File: config.mk
export PLATFORM = sky130hd
export DESIGN_NAME = fir_filter_param
export DESIGN_NICKNAME = d
export VERILOG_FILES = /design/src/rtl/fir_pkg.sv /design/src/rtl/fir_coef_bank.sv /design/src/rtl/fir_filter_param.sv
export SDC_FILE = /design/constraint.sdc
export NUM_CORES = 2
export LEC_CHECK = 0
export ABC_AREA = 1
export CAP_MARGIN = 10
export CORE_MARGIN = 8
export CORE_UTILIZATION = 61
export CTS_CLUSTER_SIZE = 24
export DETAILED_ROUTE_END_ITERATION = 16
export PLACE_DENSITY = 0.86
export SYNTH_ARGS = -nofsm -noshare
export SYNTH_HDL_FRONTEND = slang
export SYNTH_HIERARCHICAL = 1
export SYNTH_SLANG_ARGS = --single-unit
export TNS_END_PERCENT = 100
File: constraint.sdc
create_clock -name clk -period 6.98 [get_ports clk]
set_input_delay 1.396 -clock clk [delete_from_list [all_inputs] [get_ports clk]]
set_output_delay 1.396 -clock clk [all_outputs]
set_load 0.01 [all_outputs]
File: src/rtl/fir_pkg.sv
// fir_pkg: shared types, default coefficients and accumulator width helper for fir_filter_param
package fir_pkg;
  localparam int DEF_DATA_W = 7;
  localparam int DEF_COEF_W = 7;
  localparam int DEF_NTAPS = 11;
  typedef logic signed [DEF_DATA_W-1:0] sample_t;
  typedef logic signed [DEF_COEF_W-1:0] coef_t;
  localparam int DEF_COEF [DEF_NTAPS] = '{5, 8, 11, 15, 17, 18, 17, 15, 11, 8, 5};
  function automatic int acc_w(input int dw, input int cw, input int n);
    return dw + cw + $clog2(n);
  endfunction
  function automatic int default_coef(input int k);
    return (k >= 0 && k < DEF_NTAPS) ? DEF_COEF[k] : 0;
  endfunction
endpackage

File: src/rtl/fir_coef_bank.sv
// fir_coef_bank: NTAPS x COEF_W coefficient registers, reset to defaults, address-checked write port
module fir_coef_bank
  import fir_pkg::*;
#(
  parameter int NTAPS = 11,
  parameter int COEF_W = 7,
  parameter int AW = $clog2(NTAPS)
) (
  input  logic                         clk,
  input  logic                         rst_n,
  input  logic                         we,
  input  logic [AW-1:0]                addr,
  input  logic [COEF_W-1:0]            wdata,
  output logic [NTAPS-1:0][COEF_W-1:0] coef
);
  // out-of-range addresses match no tap, so they write nothing
  always_ff @(posedge clk)
    for (int k = 0; k < NTAPS; k++)
      if (!rst_n) coef[k] <= COEF_W'(default_coef(k));
      else if (we && addr == AW'(k)) coef[k] <= wdata;
endmodule

File: src/rtl/fir_filter_param.sv
// fir_filter_param: parametrised two-stage direct-form FIR; define FIR_SATURATE_EN for clamped output
module fir_filter_param
  import fir_pkg::*;
#(
  parameter int DATA_W = 7,
  parameter int COEF_W = 7,
  parameter int NTAPS = 11,
  parameter int OUT_W = 14
) (
  input  logic                       clk,
  input  logic                       rst_n,
  input  logic                       in_valid,
  input  logic signed [DATA_W-1:0]   in_data,
  input  logic                       coef_we,
  input  logic [$clog2(NTAPS)-1:0]   coef_addr,
  input  logic signed [COEF_W-1:0]   coef_data,
  output logic                       out_valid,
  output logic signed [OUT_W-1:0]    out_data,
  output logic                       sat_flag
);
  localparam int PW = DATA_W + COEF_W;
  localparam int ACC_W = acc_w(DATA_W, COEF_W, NTAPS);
  logic [NTAPS-1:0][COEF_W-1:0] coef;
  logic signed [DATA_W-1:0] dl [NTAPS-1];
  logic signed [DATA_W-1:0] x [NTAPS];
  logic signed [PW-1:0] p [NTAPS];
  logic v1;
  logic signed [ACC_W-1:0] acc;
  logic signed [OUT_W-1:0] red;
  logic sat;
  fir_coef_bank #(.NTAPS(NTAPS), .COEF_W(COEF_W)) u_coef (
    .clk(clk),
    .rst_n(rst_n),
    .we(coef_we),
    .addr(coef_addr),
    .wdata(coef_data),
    .coef(coef)
  );
  // tap view: current sample followed by the delay line
  always_comb begin
    x[0] = in_data;
    for (int k = 1; k < NTAPS; k++) x[k] = dl[k-1];
  end
  // delay line shifts only on valid samples
  always_ff @(posedge clk)
    for (int k = 0; k < NTAPS-1; k++)
      if (!rst_n) dl[k] <= '0;
      else if (in_valid) dl[k] <= x[k];
  // stage 1: per-tap products with the coefficients in force before any same-cycle write
  always_ff @(posedge clk)
    if (!rst_n) begin
      v1 <= 1'b0;
      for (int k = 0; k < NTAPS; k++) p[k] <= '0;
    end else begin
      v1 <= in_valid;
      if (in_valid)
        for (int k = 0; k < NTAPS; k++) p[k] <= PW'(x[k]) * PW'($signed(coef[k]));
    end
  // full-precision sum of the registered products
  always_comb begin
    acc = '0;
    for (int k = 0; k < NTAPS; k++) acc = acc + ACC_W'(p[k]);
  end
  if (OUT_W >= ACC_W) begin : g_ext
    assign red = OUT_W'(acc);
    assign sat = 1'b0;
  end else begin : g_red
`ifdef FIR_SATURATE_EN
    logic [ACC_W-OUT_W:0] hi;
    assign hi = acc[ACC_W-1:OUT_W-1];
    assign sat = !(&hi || ~|hi);
    assign red = sat ? {acc[ACC_W-1], {(OUT_W-1){~acc[ACC_W-1]}}} : acc[OUT_W-1:0];
`else
    logic unused_hi;
    assign unused_hi = ^acc[ACC_W-1:OUT_W];
    assign red = acc[OUT_W-1:0];
    assign sat = 1'b0;
`endif
  end
  // stage 2: register reduced result; data holds between valid outputs
  always_ff @(posedge clk)
    if (!rst_n) begin
      out_valid <= 1'b0;
      out_data <= '0;
      sat_flag <= 1'b0;
    end else begin
      out_valid <= v1;
      sat_flag <= v1 & sat;
      if (v1) out_data <= red;
    end
endmodule
==> metrics.csv <==
stage,metric,value,unit
clock_network,cts.hold.buffers_added,0,
sta,holdWs,0.487,ns
global_routing,antenna_found_initial,3,
setup_path,cp.arrival,5.64,ns
worst_hold_path,holdPathEnd,out_data[12],
sta,finalHoldViolations,0,
sta,fmax,192,MHz
clock_network,cts.clk_slew.worst_paths,0.06,ns
global_routing,met1_usage,34.5,%
floorplanning,start_util,61.3,%
synth,synth.area.top_cells,"fa_1, edfxtp_1, inv_1",
layout,post-route-util,65.3,%
setup_path,critPathCaptureType,register,
clock_network,clockBufferDepth,3,
sta,clock_skew,0.0363,ns
floorplanning,dieArea,68600,um2
place,hpwlAfterDp,72300,um
global_routing,grt-ovfl-total,0,
worst_hold_path,hold_start,out_data[12],
place,pre_cts_ws,1.20,ns
clock_network,clkLatencyLatePin,0.59,ns
setup_path,reg2reg_to,out_data[11],
clock_network,cts-buffers-inserted,39,
synth,avgSynthCellArea,8.45,um2
worst_hold_path,hold_depth,2,
clock_network,tritoncts,built,
floorplanning,core-area,60100,um2
synth,ys_types,41,
global_routing,grtUsageMet2,46.2,%
synth,synth_warnings,6,
route,routedWlPerCell,17.6,um
clock_network,cts_root_buffer,clkbuf_16,
route,drc,0,
setup_path,ff2ff_path_depth,18,
sta,fin_crit,5.22,ns
worst_hold_path,hp-class,reg -> reg,
layout,fillers,4628,
synth,ys.flop_type,edfxtp_1,
setup_path,rr_startpoint,p[7][3],
sta,max-slew-margin-rel,21.2,%
flow_run,maxCapViolCount,0,
clock_network,htree_num_levels,2,
setup_path,worst_ep_required_time,7.40,ns
sta,finalCritPeriodShare,74.8,%
global_routing,grt_max_degree,174,
route,dr.pass1.iters,6,
sta,drv_slew,0,
sta,rsz0062_at_grt,no,
synth,synth_area,36900,um2
sta,setup_viol,0,
power,pwr-share-clk,19.0,%
clock_network,cts_sinks,317,
power,cellLeakagePower,21.0,nW
synth,ys_async_sr_fraction,0,%
power,p_total,10.8,mW
sta,tightest_slew,1.18,ns
place,place_area,38000,um2
place,gp_congestion,0.966,
setup_path,worstPathMaxFanout,8,
place,portBuffers,36,
route,drt-total-wl,91500,um
synth,yosysTopAreaCellShare,29.3,%
route,initialDrtViolationCount,2653,
layout,layout-drive-gt1-share,2.61,%
global_routing,top_usage_layer,met2,
layout,layout.cells.non_filler,5190,
power,p_switching,5.00,mW
floorplanning,die_x,262,um
route,vias_per_cell,5.44,
setup_path,worstSetupStartpointType,input port,
layout,nets,5262,
layout,fin_area,39300,um2
global_routing,grt_first_pass_wirelength,149000,um
clock_network,cts_setup_buffers,0,
global_routing,grt_pass1_vias,29100,
floorplanning,num_io_pins,38,
power,powerDensity,275,nW/um2
synth,ys_ff_latch,317,
power,pwr-share-seq,22.2,%
synth,syn_nets,5250,
synth,synth_area_leader_cell,fa_1,
power,netSwitchingFraction,46.3,%
setup_path,worstSetupPathType,in -> reg,
place,dpl.cell_count,5117,
clock_network,ctsResizeCount,0,
synth,synthCells,4364,
sta,finalSetupTns,0,ns
power,p_int,5.79,mW
sta,timing.final.ws_setup,1.76,ns
synth,yosysSeqAreaShare,23.3,%
route,via_count,28200,
power,power_frac_comb,58.8,%
synth,synth_edf_count,224,
status,status,finished clean,
setup_path,r2r_slack,2.26,ns
global_routing,use_met3,5.22,%
global_routing,gr-usage-all-layers,27.4,%
layout,synthToLayoutAreaGrowth,6.50,%
route,detail-route-antenna-nets,0,
power,ir_drop,0.662,mV
floorplanning,die-height,262,um
floorplanning,core.rowCount,90,
placed cells by master (no fill, tap or decap), types with 35 or more instances in the layout:
| master | n |
|---|---|
| a21oi_1 | 171 |
| clkbuf_16 | 39 |
| clkdlybuf4s50_1 | 35 |
| dfxtp_1 | 93 |
| edfxtp_1 | 224 |
| fa_1 | 540 |
| ha_1 | 324 |
| inv_1 | 1238 |
| nand2_1 | 851 |
| nand3_1 | 132 |
| nor2_1 | 348 |
| o21ai_0 | 74 |
| o21ai_1 | 56 |
| xnor2_1 | 71 |
cell type report:
cell class              count  area [um2]  share of cell area [%]
clock inverters            26         255                   0.650
clock buffers              46        1020                    2.60
flip-flops and latches    317        8590                    21.9
diodes                      1        2.50                 0.00637
multi-input cells        2715       23300                    59.2
repair buffers             49         468                    1.19
well taps                 782         978                    2.49
inverters                1254        4720                    12.0
state kept, by name, indices dropped and copies added, names as in the netlist:
| register | cells |
|---|---|
| dl | 70 |
| out_data | 14 |
| p | 154 |
| out_valid | 1 |
| u_coef/coef | 77 |
| v1 | 1 |
synthesized netlist by cell type (2+ instances only):
| library cell | count |
|---|---|
| xor2_1 | 21 |
| and2_1 | 2 |
| nor3_1 | 13 |
| o21bai_1 | 10 |
| nor2_2 | 4 |
| buf_2 | 21 |
| clkbuf_1 | 46 |
| a31oi_1 | 3 |
| xnor2_1 | 71 |
| a21o_1 | 8 |
| nand3_1 | 132 |
| nand3_2 | 2 |
| o21a_1 | 17 |
| ha_1 | 324 |
| o2111ai_1 | 17 |
| o221ai_1 | 2 |
| o21bai_2 | 4 |
| buf_1 | 7 |
| a21oi_1 | 171 |
| o21ai_0 | 74 |
| buf_4 | 3 |
| o21ai_1 | 56 |
| fa_1 | 540 |
| nor2_1 | 349 |
| o211ai_1 | 2 |
| or2_2 | 6 |
| inv_1 | 1238 |
| dfxtp_1 | 93 |
| a21oi_2 | 3 |
| or2_1 | 3 |
| inv_2 | 14 |
| nand4_1 | 25 |
| nand2_1 | 852 |
| edfxtp_1 | 224 |
logic make-up after synthesis:
family,synth area share [%]
other,0.0102
flip-flops,23.3
adder cells (fa/ha/maj),40.3
buffers and inverters,13.7
AO/OA/AOI/OAI,5.57
XOR/XNOR,2.18
AND/OR/NAND/NOR,14.9
power by group through the flow:
stage | Sequential (mW) | Clock (mW) | Combinational, mW
floorplan | 2.35 | 0 | 4.48
global placement | 2.42 | 0 | 5.91
detailed placement | 2.43 | 0 | 6.15
CTS | 2.39 | 2.06 | 6.22
global route | 2.41 | 2.12 | 7.05
finish | 2.39 | 2.05 | 6.35
metal layers:
layer	vias to the layer above	share of wire [%]
met1	13600	38
met5	-	0.0076
met3	283	9.6
met2	1296	47
met4	2	5.2
li1	13100	-
worst max path at each step:
stage	startpoint	to	depth (start not counted)
6_report	in_data[6]	p[0][12]	18
2_1_floorplan	in_data[6]	p[0][13]	17
5_1_grt	in_data[6]	p[0][12]	18
3_5_place_dp	in_data[6]	p[0][12]	18
4_1_cts	in_data[6]	p[0][12]	18
3_3_place_gp	in_data[6]	p[0][13]	17
worst max-delay path: stages:
cell and delay, ns:
clkdlybuf4s50_1 0.56, nand2_1 0.18, inv_1 0.10, fa_1 0.58, inv_1 0.12, fa_1 0.50
inv_1 0.05, fa_1 0.47, inv_1 0.05, fa_1 0.47, inv_1 0.04, ha_1 0.31
inv_1 0.07, o21ai_0 0.15, inv_1 0.07, o2111ai_1 0.23, o21ai_0 0.11, a21oi_1 0.19
(Power assumes the default switching activity.)
